### src/rtl/sram64kb_ctrl_if.sv
// Requester-side bus for sram64kb_ctrl: one instance per requester port.
//   req   : request, held with its fields until gnt
//   we    : 1 = write, 0 = read
//   addr  : byte address, [15:9] bank, [8:0] word
//   wdata : write data
//   gnt   : combinational accept strobe; fields are captured on this edge
//   done  : one-cycle completion pulse
//   rdata : read data, valid with done, held until the port's next read done
// Modports: master (requester side), slave (controller side).
interface sram64kb_ctrl_if #(
  parameter int unsigned AW = 16,
  parameter int unsigned DW = 8
);
  logic          req;
  logic          we;
  logic [AW-1:0] addr;
  logic [DW-1:0] wdata;
  logic          gnt;
  logic          done;
  logic [DW-1:0] rdata;

  modport master (output req, we, addr, wdata, input gnt, done, rdata);
  modport slave  (input req, we, addr, wdata, output gnt, done, rdata);
endinterface

### src/rtl/sram64kb_ctrl.sv
// Two-requester controller for a 64 KB SRAM array built from 128 banks of 512x8.
// Arbitrates two request ports, decodes the byte address into a one-hot active-low
// bank select plus a 9-bit word address, and sequences SETUP/STROBE/HOLD around
// MEM_CE. Read data returns 4 cycles after grant.
//
// Optional feature macro: SRAM64KB_CTRL_RR_ARB_EN
//   defined   : round-robin arbitration between the two ports
//   undefined : fixed priority, port 0 always wins
//
// Ports:
//   i_clk       : clock
//   i_rstn      : synchronous active-low reset
//   p0_bus      : requester port 0 (slave modport)
//   p1_bus      : requester port 1 (slave modport)
//   o_busy      : high whenever the FSM is not idle
//   o_mem_addr  : word address to all banks
//   o_mem_ce    : access strobe, high for the STROBE cycle only
//   o_mem_web   : write enable, active-low
//   o_mem_oeb   : output enable per bank, one-hot active-low
//   o_mem_csb   : chip select per bank, one-hot active-low
//   o_mem_idata : write data to the array
//   i_mem_odata : OR-combined read data from the array
module sram64kb_ctrl #(
  parameter int unsigned NBANK   = 128,
  parameter int unsigned BANK_AW = 7,
  parameter int unsigned WORD_AW = 9,
  parameter int unsigned DW      = 8
) (
  input  logic               i_clk,
  input  logic               i_rstn,
  sram64kb_ctrl_if.slave     p0_bus,
  sram64kb_ctrl_if.slave     p1_bus,
  output logic               o_busy,
  output logic [WORD_AW-1:0] o_mem_addr,
  output logic               o_mem_ce,
  output logic               o_mem_web,
  output logic [NBANK-1:0]   o_mem_oeb,
  output logic [NBANK-1:0]   o_mem_csb,
  output logic [DW-1:0]      o_mem_idata,
  input  logic [DW-1:0]      i_mem_odata
);

  localparam int unsigned AW = BANK_AW + WORD_AW;

  typedef enum logic [1:0] {StIdle, StSetup, StStrobe, StHold} state_e;

  state_e r_state;
  state_e w_state_nxt;

  logic               r_port;       // granted port of the access in flight
  logic               r_we;
  logic [WORD_AW-1:0] r_mem_addr;
  logic               r_mem_ce;
  logic               r_mem_web;
  logic [NBANK-1:0]   r_mem_oeb;
  logic [NBANK-1:0]   r_mem_csb;
  logic [DW-1:0]      r_mem_idata;
  logic               r_done0;
  logic               r_done1;
  logic [DW-1:0]      r_rdata0;
  logic [DW-1:0]      r_rdata1;

  logic               w_idle;
  logic               w_prio0;
  logic               w_gnt0;
  logic               w_gnt1;
  logic               w_sel_we;
  logic [AW-1:0]      w_sel_addr;
  logic [DW-1:0]      w_sel_wdata;
  logic [BANK_AW-1:0] w_bank;
  logic [NBANK-1:0]   w_bank_oh;

`ifdef SRAM64KB_CTRL_RR_ARB_EN
  // 1 when port 1 took the last grant; reset value gives port 0 priority.
  logic r_last_p1;

  always_ff @(posedge i_clk) begin
    if (!i_rstn) begin
      r_last_p1 <= 1'b1;
    end else if (w_gnt0 || w_gnt1) begin
      r_last_p1 <= w_gnt1;
    end
  end

  assign w_prio0 = r_last_p1;
`else
  assign w_prio0 = 1'b1;
`endif

  // Grants are only offered in IDLE and never while reset is being applied.
  assign w_idle = (r_state == StIdle) && i_rstn;
  assign w_gnt0 = w_idle && p0_bus.req && (!p1_bus.req || w_prio0);
  assign w_gnt1 = w_idle && p1_bus.req && !w_gnt0;

  assign w_sel_we    = w_gnt1 ? p1_bus.we    : p0_bus.we;
  assign w_sel_addr  = w_gnt1 ? p1_bus.addr  : p0_bus.addr;
  assign w_sel_wdata = w_gnt1 ? p1_bus.wdata : p0_bus.wdata;
  assign w_bank      = w_sel_addr[AW-1:WORD_AW];
  assign w_bank_oh   = {{(NBANK-1){1'b0}}, 1'b1} << w_bank;

  always_comb begin
    w_state_nxt = r_state;
    unique case (r_state)
      StIdle:   if (w_gnt0 || w_gnt1) w_state_nxt = StSetup;
      StSetup:  w_state_nxt = StStrobe;
      StStrobe: w_state_nxt = StHold;
      StHold:   w_state_nxt = StIdle;
      default:  w_state_nxt = StIdle;
    endcase
  end

  always_ff @(posedge i_clk) begin
    if (!i_rstn) begin
      r_state     <= StIdle;
      r_port      <= 1'b0;
      r_we        <= 1'b0;
      r_mem_addr  <= '0;
      r_mem_ce    <= 1'b0;
      r_mem_web   <= 1'b1;
      r_mem_oeb   <= '1;
      r_mem_csb   <= '1;
      r_mem_idata <= '0;
      r_done0     <= 1'b0;
      r_done1     <= 1'b0;
      r_rdata0    <= '0;
      r_rdata1    <= '0;
    end else begin
      r_state <= w_state_nxt;
      r_done0 <= 1'b0;
      r_done1 <= 1'b0;
      unique case (r_state)
        StIdle: begin
          // Array-side signals are set up on the grant edge so they are
          // already stable throughout SETUP.
          if (w_gnt0 || w_gnt1) begin
            r_port      <= w_gnt1;
            r_we        <= w_sel_we;
            r_mem_addr  <= w_sel_addr[WORD_AW-1:0];
            r_mem_csb   <= ~w_bank_oh;
            r_mem_oeb   <= w_sel_we ? {NBANK{1'b1}} : ~w_bank_oh;
            r_mem_web   <= ~w_sel_we;
            r_mem_idata <= w_sel_wdata;
          end
        end
        StSetup:  r_mem_ce <= 1'b1;
        StStrobe: r_mem_ce <= 1'b0;
        StHold: begin
          r_mem_csb <= '1;
          r_mem_oeb <= '1;
          r_mem_web <= 1'b1;
          if (r_port) r_done1 <= 1'b1;
          else        r_done0 <= 1'b1;
          if (!r_we) begin
            if (r_port) r_rdata1 <= i_mem_odata;
            else        r_rdata0 <= i_mem_odata;
          end
        end
        default: ;
      endcase
    end
  end

  assign p0_bus.gnt   = w_gnt0;
  assign p1_bus.gnt   = w_gnt1;
  assign p0_bus.done  = r_done0;
  assign p1_bus.done  = r_done1;
  assign p0_bus.rdata = r_rdata0;
  assign p1_bus.rdata = r_rdata1;

  assign o_busy      = (r_state != StIdle);
  assign o_mem_addr  = r_mem_addr;
  assign o_mem_ce    = r_mem_ce;
  assign o_mem_web   = r_mem_web;
  assign o_mem_oeb   = r_mem_oeb;
  assign o_mem_csb   = r_mem_csb;
  assign o_mem_idata = r_mem_idata;

endmodule
### src/flat_wrapper.sv
// flat-port wrapper written by rule: the top's interface ports become plain ports
module sram64kb_ctrl_flat 
#(
  parameter int unsigned NBANK   = 128,
  parameter int unsigned BANK_AW = 7,
  parameter int unsigned WORD_AW = 9,
  parameter int unsigned DW      = 8
)
  (i_clk, i_rstn, o_busy, o_mem_addr, o_mem_ce, o_mem_web, o_mem_oeb, o_mem_csb, o_mem_idata, i_mem_odata, p0_bus_req, p0_bus_we, p0_bus_addr, p0_bus_wdata, p0_bus_gnt, p0_bus_done, p0_bus_rdata, p1_bus_req, p1_bus_we, p1_bus_addr, p1_bus_wdata, p1_bus_gnt, p1_bus_done, p1_bus_rdata);
  sram64kb_ctrl_if #(.DW(DW)) p0_bus_i ();
  sram64kb_ctrl_if #(.DW(DW)) p1_bus_i ();
  input  logic i_clk;
  input  logic i_rstn;
  output logic o_busy;
  output logic [WORD_AW-1:0] o_mem_addr;
  output logic o_mem_ce;
  output logic o_mem_web;
  output logic [NBANK-1:0] o_mem_oeb;
  output logic [NBANK-1:0] o_mem_csb;
  output logic [DW-1:0] o_mem_idata;
  input  logic [DW-1:0] i_mem_odata;
  input wire logic [$bits(p0_bus_i.req)-1:0] p0_bus_req;
  input wire logic [$bits(p0_bus_i.we)-1:0] p0_bus_we;
  input wire logic [$bits(p0_bus_i.addr)-1:0] p0_bus_addr;
  input wire logic [$bits(p0_bus_i.wdata)-1:0] p0_bus_wdata;
  output wire logic [$bits(p0_bus_i.gnt)-1:0] p0_bus_gnt;
  output wire logic [$bits(p0_bus_i.done)-1:0] p0_bus_done;
  output wire logic [$bits(p0_bus_i.rdata)-1:0] p0_bus_rdata;
  input wire logic [$bits(p1_bus_i.req)-1:0] p1_bus_req;
  input wire logic [$bits(p1_bus_i.we)-1:0] p1_bus_we;
  input wire logic [$bits(p1_bus_i.addr)-1:0] p1_bus_addr;
  input wire logic [$bits(p1_bus_i.wdata)-1:0] p1_bus_wdata;
  output wire logic [$bits(p1_bus_i.gnt)-1:0] p1_bus_gnt;
  output wire logic [$bits(p1_bus_i.done)-1:0] p1_bus_done;
  output wire logic [$bits(p1_bus_i.rdata)-1:0] p1_bus_rdata;
  assign p0_bus_i.req = p0_bus_req;
  assign p0_bus_i.we = p0_bus_we;
  assign p0_bus_i.addr = p0_bus_addr;
  assign p0_bus_i.wdata = p0_bus_wdata;
  assign p0_bus_gnt = p0_bus_i.gnt;
  assign p0_bus_done = p0_bus_i.done;
  assign p0_bus_rdata = p0_bus_i.rdata;
  assign p1_bus_i.req = p1_bus_req;
  assign p1_bus_i.we = p1_bus_we;
  assign p1_bus_i.addr = p1_bus_addr;
  assign p1_bus_i.wdata = p1_bus_wdata;
  assign p1_bus_gnt = p1_bus_i.gnt;
  assign p1_bus_done = p1_bus_i.done;
  assign p1_bus_rdata = p1_bus_i.rdata;
  sram64kb_ctrl #(.NBANK(NBANK), .BANK_AW(BANK_AW), .WORD_AW(WORD_AW), .DW(DW)) u_core (.i_clk(i_clk), .i_rstn(i_rstn), .p0_bus(p0_bus_i), .p1_bus(p1_bus_i), .o_busy(o_busy), .o_mem_addr(o_mem_addr), .o_mem_ce(o_mem_ce), .o_mem_web(o_mem_web), .o_mem_oeb(o_mem_oeb), .o_mem_csb(o_mem_csb), .o_mem_idata(o_mem_idata), .i_mem_odata(i_mem_odata));
endmodule
### config.mk
export PLATFORM = sky130hd
export DESIGN_NAME = sram64kb_ctrl_flat
export DESIGN_NICKNAME = d
export VERILOG_FILES = /design/src/rtl/sram64kb_ctrl_if.sv /design/src/rtl/sram64kb_ctrl.sv /design/src/flat_wrapper.sv
export SDC_FILE = /design/constraint.sdc
export NUM_CORES = 1
export LEC_CHECK = 0
export CAP_MARGIN = 20
export CORE_ASPECT_RATIO = 0.6
export CORE_MARGIN = 2
export CORE_UTILIZATION = 49
export DETAILED_ROUTE_END_ITERATION = 7
export HOLD_SLACK_MARGIN = 0.12
export PLACE_DENSITY = 0.85
export SLEW_MARGIN = 20
export SYNTH_ARGS = -nofsm -noshare
export SYNTH_HDL_FRONTEND = slang
export SYNTH_SLANG_ARGS = --single-unit
### constraint.sdc
create_clock -name i_clk -period 4.5 [get_ports i_clk]
set_clock_uncertainty 0.15 [all_clocks]
set_input_delay 0.9 -clock i_clk [delete_from_list [all_inputs] [get_ports i_clk]]
set_output_delay 0.9 -clock i_clk [all_outputs]
set_load 0.005 [all_outputs]
==> results by group, run 1 <==
Place
  – Placement Setup Slack: 0.729 ns
  – Area post-placement: 0.0145 sq mm
  – Final HPWL DP: about 25000 microns
  – GP Congestion: 0.832
  – PortBufs: 357
  – Placed cells: 1786

Synth
  – Number of synthesized flops with an enable pin: 0
  – Synth top area cells: dfxtp_1, a21oi_1, nor2_1
  – Cell area after synthesis: 0.0108 sq mm
  – Register bit total from synthesis: between 200 and 300
  – Top_reg_cell synth: dfxtp_1
  – Syn Area/Cell: around 9 sq um
  – Synth warn: 0
  – Mapped Nets: 1278
  – Seq/Total Area, Yosys: 55.1%
  – Synth unique cells: 43
  – Gate Count Post-Synth: 1212
  – Largest area contributor in the netlist: dfxtp_1
  – Asr flop ratio synth: 0%
  – Post-synth top cells: dfxtp_1, a21oi_1, nor2_1
  – Synth top area share: 55.1%
  – Most frequent cell after synthesis: dfxtp_1

Critical path
  – WP buf/inv: 3
  – Critical-path cell list: clkdlybuf4s50_1 -> nand4b_4 -> inv_2 -> clkdlybuf4s50_1
  – Worst r2r dst: u_core.o_mem_oeb[66]
  – CP Capture Type: output pin
  – CP delay by family, top: buffers and inverters
  – Crit path top cell by count: clkdlybuf4s50_1
  – Data required, critical path: 3.45 ns
  – FF-to-FF path depth: 7
  – Crit path max fanout: 36
  – Worst R2R Setup Slack: 1.42 ns
  – Reg2reg start: u_core.r_state[0]
  – Crit path DAT: 2.73 ns
  – CP startpoint kind: input port
  – Kind of critical path: input port to output pin
  – Worst setup path start: p1_bus_req
  – Largest stage delay, worst path: about 0.62 ns
  – CP max stage cell: clkdlybuf4s50_1

Worst hold path
  – Hold Path Cell Cnt: 1
  – Launch point of the worst hold path: u_core.r_port
  – Type of the worst min-delay path: register to register
  – Min-Delay Endpoint: u_core.p0_bus.done

Timing
  – Worst-margin pin slew: 1.07 ns
  – Min cycle time layout: 3.78 ns
  – Tcrit/Tclk final: 84.0%
  – Slew Limit Fails: 0
  – Slew headroom: 28.9%
  – Maximum clock rate: 0.264 GHz
  – Hold Violations, Final: 0
  – RSZ-0062 raised after global routing: no
  – Final worst slack: roughly 0.7 ns
  – Setup violators final: 0
  – Final setup TNS: 0 ns

Routing
  – Initial DRC Count: 972
  – Routed wire per std cell: 20.0 microns
  – Pre-Repair DR Iteration Count: 7
  – Drt drc: 0
  – Routed WL: 36700 microns
  – DRT antenna net count: 0
  – Total vias in the final route: 10300
  – Via/cell ratio: 5.64

Clock network
  – PostCTS Resize Cnt: 0
  – Post-CTS Setup Bufs: 0
  – Num CTS Buffers: 26
  – Max Root-Sink Buffers: 3
  – Clock slew at reported path FFs: about 0.06 ns
  – Root Buffer: clkbuf_16
  – Worst-Skew Late Latency: 0.52 ns
  – Clk sinks: 297
  – Hold buffers post-CTS: 0
  – CTS tree: yes
  – Depth of the CTS H-tree: 1

Layout
  – Share of layout cells above drive strength 1: 6.85%
  – Synthesis-to-layout area growth: 42.4%
  – ANT cells: 0
  – Fin area: roughly 0.015 sq mm
  – Post-Layout Cell Count: 1834
  – Fillers: 1584
  – Nets@finish: between 1500 and 2000

Pwr
  – PwrDens: about 400 mW/mm^2
  – Max IR drop VDD: 0.282 mV
  – Leakage: 5.60 nW

Floorplan
  – Die area: 0.0233 sq mm
  – Initial Util: 49.5%
  – Core Box Area: 0.0218 sq mm
  – Die height: between 100 and 150 microns
  – Row count: 42
  – Ports: 358
  – Chip Width: 196 microns

Flow run
  – Max Cap Viol: 0

Global routing
  – Initial antenna violation count: 0
  – GRT Residual Overflow: 0
  – Total GRT Usage: 30.5%
  – Vias in the first global route: 9747
  – First-pass GRT wire length: between 50000 and 60000 microns
  – Pin count of the biggest net entering global routing: 92

Run status
  – Outcome: complete, no violations
[logic make-up (layout without fill, tap and decap cells)]
kind of cell,after synthesis,in the layout,share of synthesized area [%]
AO/OA/AOI/OAI,340,340,19.1
buffers and inverters,96,432,4.65
multiplexers,17,17,1.58
adder cells (fa/ha/maj),4,4,0.464
flip-flops,297,297,55.1
AND/OR/NAND/NOR,458,458,19.2
[worst max path at each step]
| stage | to | cells past startpoint | slack, ns |
|---|---|---|---|
| 6_report | p1_bus_gnt | 4 | 0.72 |
| 5_1_grt | p1_bus_gnt | 4 | 0.62 |
| 4_1_cts | p1_bus_gnt | 4 | 0.72 |
| 3_5_place_dp | p1_bus_gnt | 4 | 0.73 |
| 3_3_place_gp | p1_bus_gnt | 4 | 0.77 |
| 2_1_floorplan | p1_bus_gnt | 5 | 1.82 |
[stage by stage]
step | hold WS, ns | util [%] | total power (W)
floorplan | 0.283 | - | 0.00349
global placement | 0.315 | 66.3 | 0.00381
detailed placement | 0.316 | 66.3 | 0.00383
CTS | 0.333 | 70.5 | 0.00617
global route | 0.357 | 70.5 | 0.00636
finish | 0.333 | 70.5 | 0.00615
[layer usage]
metal / global-route usage, % / up-vias / wire length (microns)
met5: 0 / - / 0
met4: 8.06 / 0 / 796
met3: 10.6 / 70 / 4370
met2: 47.3 / 542 / 16100
met1: 40.5 / 4946 / 15500
li1: - / 4780 / -
[layout make-up]
class,instances,area [sq um],area share (%)
clock inverter,10,136,0.887
timing repair buffer,380,3770,24.5
sequential,297,5950,38.7
tap,286,358,2.33
clock buffer,38,777,5.06
multi-input combinational,819,4360,28.4
inverter,4,15.0,0.0977
[layout by cell type (no fill, tap or decap), types with 4 or more instances in the layout]
cell type / count
clkdlybuf4s50_1: 357
dfxtp_1: 297
a21oi_1: 250
nor2_1: 248
nand3_1: 87
nand2_1: 43
nor2b_1: 34
a21oi_2: 31
clkbuf_16: 27
buf_4: 21
o22a_1: 20
o211a_1: 20
mux2i_1: 17
nand3b_1: 15
nand4_1: 10
clkbuf_8: 6
a21o_1: 5
clkbuf_1: 5
nor3_1: 4
ha_1: 4
[sequential cells by signal (all words and copies together), names as in the netlist]
register	cells
u_core.p0_bus.done	1
u_core.r_we	1
u_core.o_mem_ce	1
u_core.p1_bus.done	1
u_core.p1_bus.rdata	8
u_core.r_state	2
u_core.o_mem_addr	9
u_core.o_mem_oeb	128
u_core.o_mem_web	1
u_core.o_mem_csb	128
u_core.o_mem_idata	8
u_core.p0_bus.rdata	8
u_core.r_port	1
[worst register-to-register path: cells and delay by family (launching register included)]
family	cells	cell delay (ns)
AO/OA/AOI/OAI	2	1.06
AND/OR/NAND/NOR	2	0.39
flip-flops	1	0.33
adder cells (fa/ha/maj)	1	0.41
buffers and inverters	2	0.58
[power by group]
part	switching, W	total [W]	leakage [nW]	internal, W
combinational	0.000674	0.00104	2.75	0.000365
sequential	0.0000443	0.00275	2.41	0.00270
clock	0.000992	0.00237	0.441	0.00137
total	0.00171	0.00615	5.60	0.00444
Note: power is estimated with default switching activity, not from simulation.
==> run 2, diff against run 1 <==
Settings changed: CORE_UTILIZATION 49 to 41, PLACE_DENSITY 0.85 to 0.76.
Clock period 4.5 ns to 3.25 ns, I/O delays scaled along.
==> run 2 against run 1 <==
Register-to-register slack lost 0.79 ns. Die area up 19%. Clock power increased by 38%. Via count barely moved. Sequential share of layout area shrank 0.66 points. Utilization decreased by 9.3 points. Hold slack lost 0.0017 ns. Total power up 40%. Critical path depth rose by 1. Critical endpoint unchanged. Largest cell class unchanged. Highest routed layer is now met5.
==> results by group, run 2 (synthesis gave the netlist of run 1 again) <==
Layout
  – Post-Layout Cell Count: between 1500 and 2000
  – ANT cells: 0
  – Post-layout util: 61.2%
  – Fillers: 2176
  – Synthesis-to-layout area growth: 44.8%
  – Share of layout cells above drive strength 1: a little under 8%
  – Nets@finish: 1614
  – Most frequent cells in the layout: clkdlybuf4s50_1, dfxtp_1, a21oi_1
  – Most common cell after layout, fill and taps aside: clkdlybuf4s50_1

Flow run
  – Max Cap Viol: 0

Place
  – GP Congestion: between 0.8 and 0.9
  – Placed cells: 1870
  – PortBufs: 357
  – Final HPWL DP: roughly 26000 microns

Pwr
  – Share of total power in combinational logic: between 10% and 20%
  – Switching share of power: 27.9%
  – Total power: around 0.0086 W
  – PwrDens: 551 mW/mm^2
  – Clock power share: 38.1%
  – Int Power: 0.00621 W
  – Share of power burned in registers: 44.2%
  – Sw Pwr: 0.00240 W
  – Leakage: between 5 and 6 nW
  – Max IR drop VDD: 0.354 mV

Clock network
  – Worst-Skew Late Latency: 0.54 ns
  – Clk sinks: 297
  – Root Buffer: clkbuf_16
  – Clock slew at reported path FFs: 0.07 ns
  – PostCTS Resize Cnt: 0
  – CTS tree: yes
  – Depth of the CTS H-tree: 1
  – Hold buffers post-CTS: 0
  – Max Root-Sink Buffers: 3
  – Post-CTS Setup Bufs: 0
  – Num CTS Buffers: 27

Global routing
  – Initial antenna violation count: 1
  – GRT Residual Overflow: 0
  – First-pass GRT wire length: 56500 microns
  – Pin count of the biggest net entering global routing: 173
  – Total GRT Usage: 26.5%
  – Vias in the first global route: 9741

Critical path
  – CP max stage cell: clkdlybuf4s50_1
  – Worst r2r dst: u_core.o_mem_oeb[124]
  – Kind of critical path: register to output pin
  – Crit path DAT: 2.24 ns
  – CP Capture Type: output pin
  – FF-to-FF path depth: 7
  – Critical-path cell list: inv_1 -> ha_1 -> nand4b_4 -> inv_2 -> clkdlybuf4s50_1
  – Reg2reg start: u_core.r_state[0]
  – Data required, critical path: 2.45 ns
  – Crit path max fanout: 11
  – CP startpoint kind: register
  – Worst R2R Setup Slack: roughly 0.63 ns
  – Largest stage delay, worst path: 0.52 ns

Routing
  – Pre-Repair DR Iteration Count: 5
  – Total vias in the final route: 10300
  – Routed WL: around 38000 microns
  – DRT antenna net count: 0
  – Via/cell ratio: 5.39
  – Routed wire per std cell: a little under 20 microns
  – Initial DRC Count: 837
  – Drt drc: 0

Timing
  – Worst Hold Slack: 0.332 ns
  – Slew Limit Fails: 0
  – Hold Violations, Final: 0
  – Tcrit/Tclk final: around 93%
  – Maximum clock rate: 0.329 GHz
  – Min cycle time layout: 3.04 ns
  – RSZ-0062 raised after global routing: no
  – Slew headroom: 42.1%
  – Setup violators final: 0
  – Final setup TNS: 0 ns
  – Worst-margin pin slew: 0.869 ns

Floorplan
  – Row count: 45
  – Chip Width: ~210 microns
  – Core Box Area: between 0.02 and 0.03 sq mm
  – Die height: around 130 microns
  – Initial Util: 42.2%
  – Ports: between 300 and 400
  – Die area: between 0.02 and 0.03 sq mm

Worst hold path
  – Launch point of the worst hold path: u_core.o_mem_oeb[119]
  – Min-Delay Endpoint: u_core.o_mem_oeb[119]
  – Type of the worst min-delay path: register to register
  – Hold Path Cell Cnt: 1

Run status
  – Outcome: complete, no violations
run 2: cell types whose count changed in the layout (fill, tap and decap cells not counted):
| cell | previous run | this run |
|---|---|---|
| buf_4 | 21 | 37 |
| buf_12 | 2 | 4 |
| clkinvlp_4 | 3 | 1 |
| buf_16 | 0 | 1 |
| clkbuf_1 | 5 | 6 |
| clkinv_4 | 0 | 1 |
run 2: cell type report:
type	instances	area [sq um]	share of cell area [%]
clock buffer	39	781	4.99
clock inverter	9	130	0.832
inverter	4	15.0	0.0960
multi-input combinational	819	4360	27.9
sequential	297	5950	38.0
tap	352	440	2.82
timing repair buffer	399	3960	25.3
run 2: through the flow:
| step | area (sq um) | setup slack [ns] |
|---|---|---|
| global placement | 14700 | 0.253 |
| detailed placement | 14700 | 0.207 |
| global route | 15600 | 0.0774 |
| CTS | 15600 | 0.194 |
| floorplan | 10800 | 1.03 |
| finish | 15600 | 0.213 |
run 2: power by group through the flow:
stage	Sequential, W	Combinational (W)	Clock (W)
finish	0.00381	0.00152	0.00328
global route	0.00381	0.00164	0.00349
CTS	0.00380	0.00148	0.00334
detailed placement	0.00389	0.00148	0
global placement	0.00388	0.00145	0
floorplan	0.00389	0.000946	0
run 2: routing by layer:
layer	routed length, microns	global-route usage, %
met3	3970	8.31
met1	17300	38.0
met5	11	0
met4	701	6.00
met2	15600	38.8
run 2: worst max path at each step:
stage                                  from               endpoint
after global routing      u_core.r_state[0]             p1_bus_gnt
after detailed placement         p1_bus_req   u_core.o_mem_csb[42]
after CTS                 u_core.r_state[0]             p1_bus_gnt
after floorplan           u_core.r_state[0]             p1_bus_gnt
after global placement           p1_bus_req  u_core.o_mem_csb[110]
final                     u_core.r_state[0]             p1_bus_gnt
run 2: critical path: cells and delay by family (launching register included):
family	cells	cell delay, ns
simple gates	1	0.18
buf+inv	3	0.77
fa+ha+maj	1	0.42
flops	1	0.33
==> run 3, diff against run 2 <==
Settings changed: SETUP_SLACK_MARGIN from default to 0.4.
==> run 3 against run 2 <==
Total power is 0.48% higher. Die area stayed put. Routed wire length increased by 0.50%. Register-to-register slack gained 0.10 ns. Via count is 0.53% higher. Critical path depth decreased by 1. Setup slack better by 0.24 ns. Final cell count is essentially flat. Count of clock-buffer cells in the layout did not move. Fmax increased by 8.5%.
==> results by group, run 3 (synthesis gave the netlist of run 1 again) <==
Run status
  – Outcome: complete, no violations

Routing
  – Drt drc: 0
  – Initial DRC Count: 822
  – Routed wire per std cell: 19.7 microns
  – Pre-Repair DR Iteration Count: 5
  – DRT antenna net count: 0
  – Via/cell ratio: 5.41
  – Total vias in the final route: 10400
  – Routed WL: 37800 microns

Timing
  – Setup violators final: 0
  – RSZ-0062 raised after global routing: no
  – Min cycle time layout: about 2.8 ns
  – Slew headroom: a little over two fifths
  – Final setup TNS: 0 ns
  – Hold Violations, Final: 0
  – Maximum clock rate: ~0.36 GHz
  – Tcrit/Tclk final: 86.1%
  – Worst-margin pin slew: 0.861 ns
  – Slew Limit Fails: 0

Critical path
  – Reg2reg start: u_core.r_state[1]
  – CP startpoint kind: input port
  – FF-to-FF path depth: 8
  – Data required, critical path: 2.45 ns
  – Worst r2r dst: u_core.o_mem_oeb[4]
  – Kind of critical path: input port to output pin
  – Crit path DAT: 2.00 ns
  – Crit path max fanout: 5
  – CP Capture Type: output pin
  – Worst R2R Setup Slack: 0.73 ns

Layout
  – Fillers: 2176
  – Synthesis-to-layout area growth: 45.1%
  – Nets@finish: around 1600
  – ANT cells: 0
  – Most frequent cells in the layout: clkdlybuf4s50_1, dfxtp_1, a21oi_1
  – Storage cell area: just under 0.006 sq mm
  – Multi-input gate area: 0.00438 sq mm
  – Share of layout cells above drive strength 1: under 10%
  – Most common cell after layout, fill and taps aside: clkdlybuf4s50_1

Global routing
  – GRT busiest layer: met2
  – GR Util met3: 8.31%
  – Vias in the first global route: ~10000
  – Total GRT Usage: 26.5%
  – Grt met2 use: approximately two fifths
  – GRT Residual Overflow: 0
  – Pin count of the biggest net entering global routing: 173
  – Met1 Usage GRT: between 30% and 40%
  – First-pass GRT wire length: ~57000 microns
  – Initial antenna violation count: 1

Pwr
  – Total power: slightly below 0.009 W
  – Max IR drop VDD: 0.359 mV
  – Sw Pwr: around 0.0024 W
  – Share of total power in combinational logic: 18.1%
  – Clock power share: between 30% and 40%
  – Int Power: 0.00624 W
  – Share of power burned in registers: ~44%
  – Leakage: 5.75 nW
  – Switching share of power: 27.9%
  – PwrDens: 552 mW/mm^2

Clock network
  – CTS tree: yes
  – Worst-Skew Late Latency: approximately 0.54 ns
  – Root Buffer: clkbuf_16
  – Num CTS Buffers: 27
  – Clk sinks: 297
  – Hold buffers post-CTS: 0
  – Clock slew at reported path FFs: 0.06 ns
  – Depth of the CTS H-tree: 1
  – Max Root-Sink Buffers: 3

Flow run
  – Max Cap Viol: 0

Place
  – GP Congestion: 0.865
  – Final HPWL DP: 26300 microns
  – PortBufs: 357

Floorplan
  – Die area: 0.0277 sq mm
  – Core Box Area: around 0.026 sq mm
  – Chip Width: 213 microns
  – Row count: 45
  – Initial Util: between 40% and 50%
  – Die height: 130 microns
  – Ports: 358

Worst hold path
  – Hold Path Cell Cnt: 1
  – Launch point of the worst hold path: u_core.o_mem_oeb[119]
  – Type of the worst min-delay path: register to register
  – Min-Delay Endpoint: u_core.o_mem_oeb[119]
==> run 3: layout make-up <==
class                   count  area share (%)
flip-flops and latches    297            38.0
inverters                   4          0.0959
clock buffers              39            4.99
repair buffers            400            25.4
multi-input cells         819            27.9
well taps                 352            2.81
clock inverters             9           0.831
==> run 3: worst max-delay path by stage <==
| stage | cells after the start | from | slack (ns) | to |
|---|---|---|---|---|
| after floorplan | 8 | u_core.r_state[0] | 1.03 | p1_bus_gnt |
| after global placement | 6 | p1_bus_req | 0.25 | u_core.o_mem_csb[110] |
| after detailed placement | 5 | p1_bus_req | 0.21 | u_core.o_mem_csb[42] |
| after CTS | 4 | p1_bus_req | 0.41 | p1_bus_gnt |
| after global routing | 5 | u_core.r_state[1] | 0.41 | p1_bus_gnt |
| final | 4 | i_rstn | 0.45 | p1_bus_gnt |
==> run 3: critical path: stages <==
cell and delay [ns]:
clkdlybuf4s50_1 0.56, nand4b_4 0.15, inv_2 0.12, clkdlybuf4s50_1 0.52
==> run 3: routing by layer <==
| metal | share of wire, % | vias to the layer above |
|---|---|---|
| li1 | - | 4824 |
| met1 | 46 | 5058 |
| met2 | 42 | 450 |
| met3 | 11 | 58 |
| met4 | 1.9 | 2 |
| met5 | 0.029 | - |
==> run 3: power groups by stage <==
stage	clock network [W]	registers, W	logic, W
final	0.00328	0.00381	0.00156
after global routing	0.00349	0.00381	0.00168
after CTS	0.00334	0.00380	0.00152
after detailed placement	0	0.00389	0.00148
after global placement	0	0.00388	0.00145
after floorplan	0	0.00389	0.000946
==> run 3: metrics by stage <==
stage	instances	setup WS, ns	instance area [sq um]	util [%]	hold slack (ns)
finish	1920	0.450	15700	61.3	0.331
global placement	1870	0.253	14700	57.5	0.308
detailed placement	1870	0.207	14700	57.5	0.320
global route	1920	0.407	15700	61.3	0.343
floorplan	1212	1.03	10800	-	0.283
CTS	1919	0.407	15600	61.1	0.335
==> run 3: what timing repair did <==
| action | CTS | global route |
|---|---|---|
| gates resized for setup | 2 | 2 |
| pin swaps | 1 | 0 |
| setup buffers | 1 | 0 |
| cloned | 0 | 0 |
| endpoints found under the setup margin | 2 | 1 |
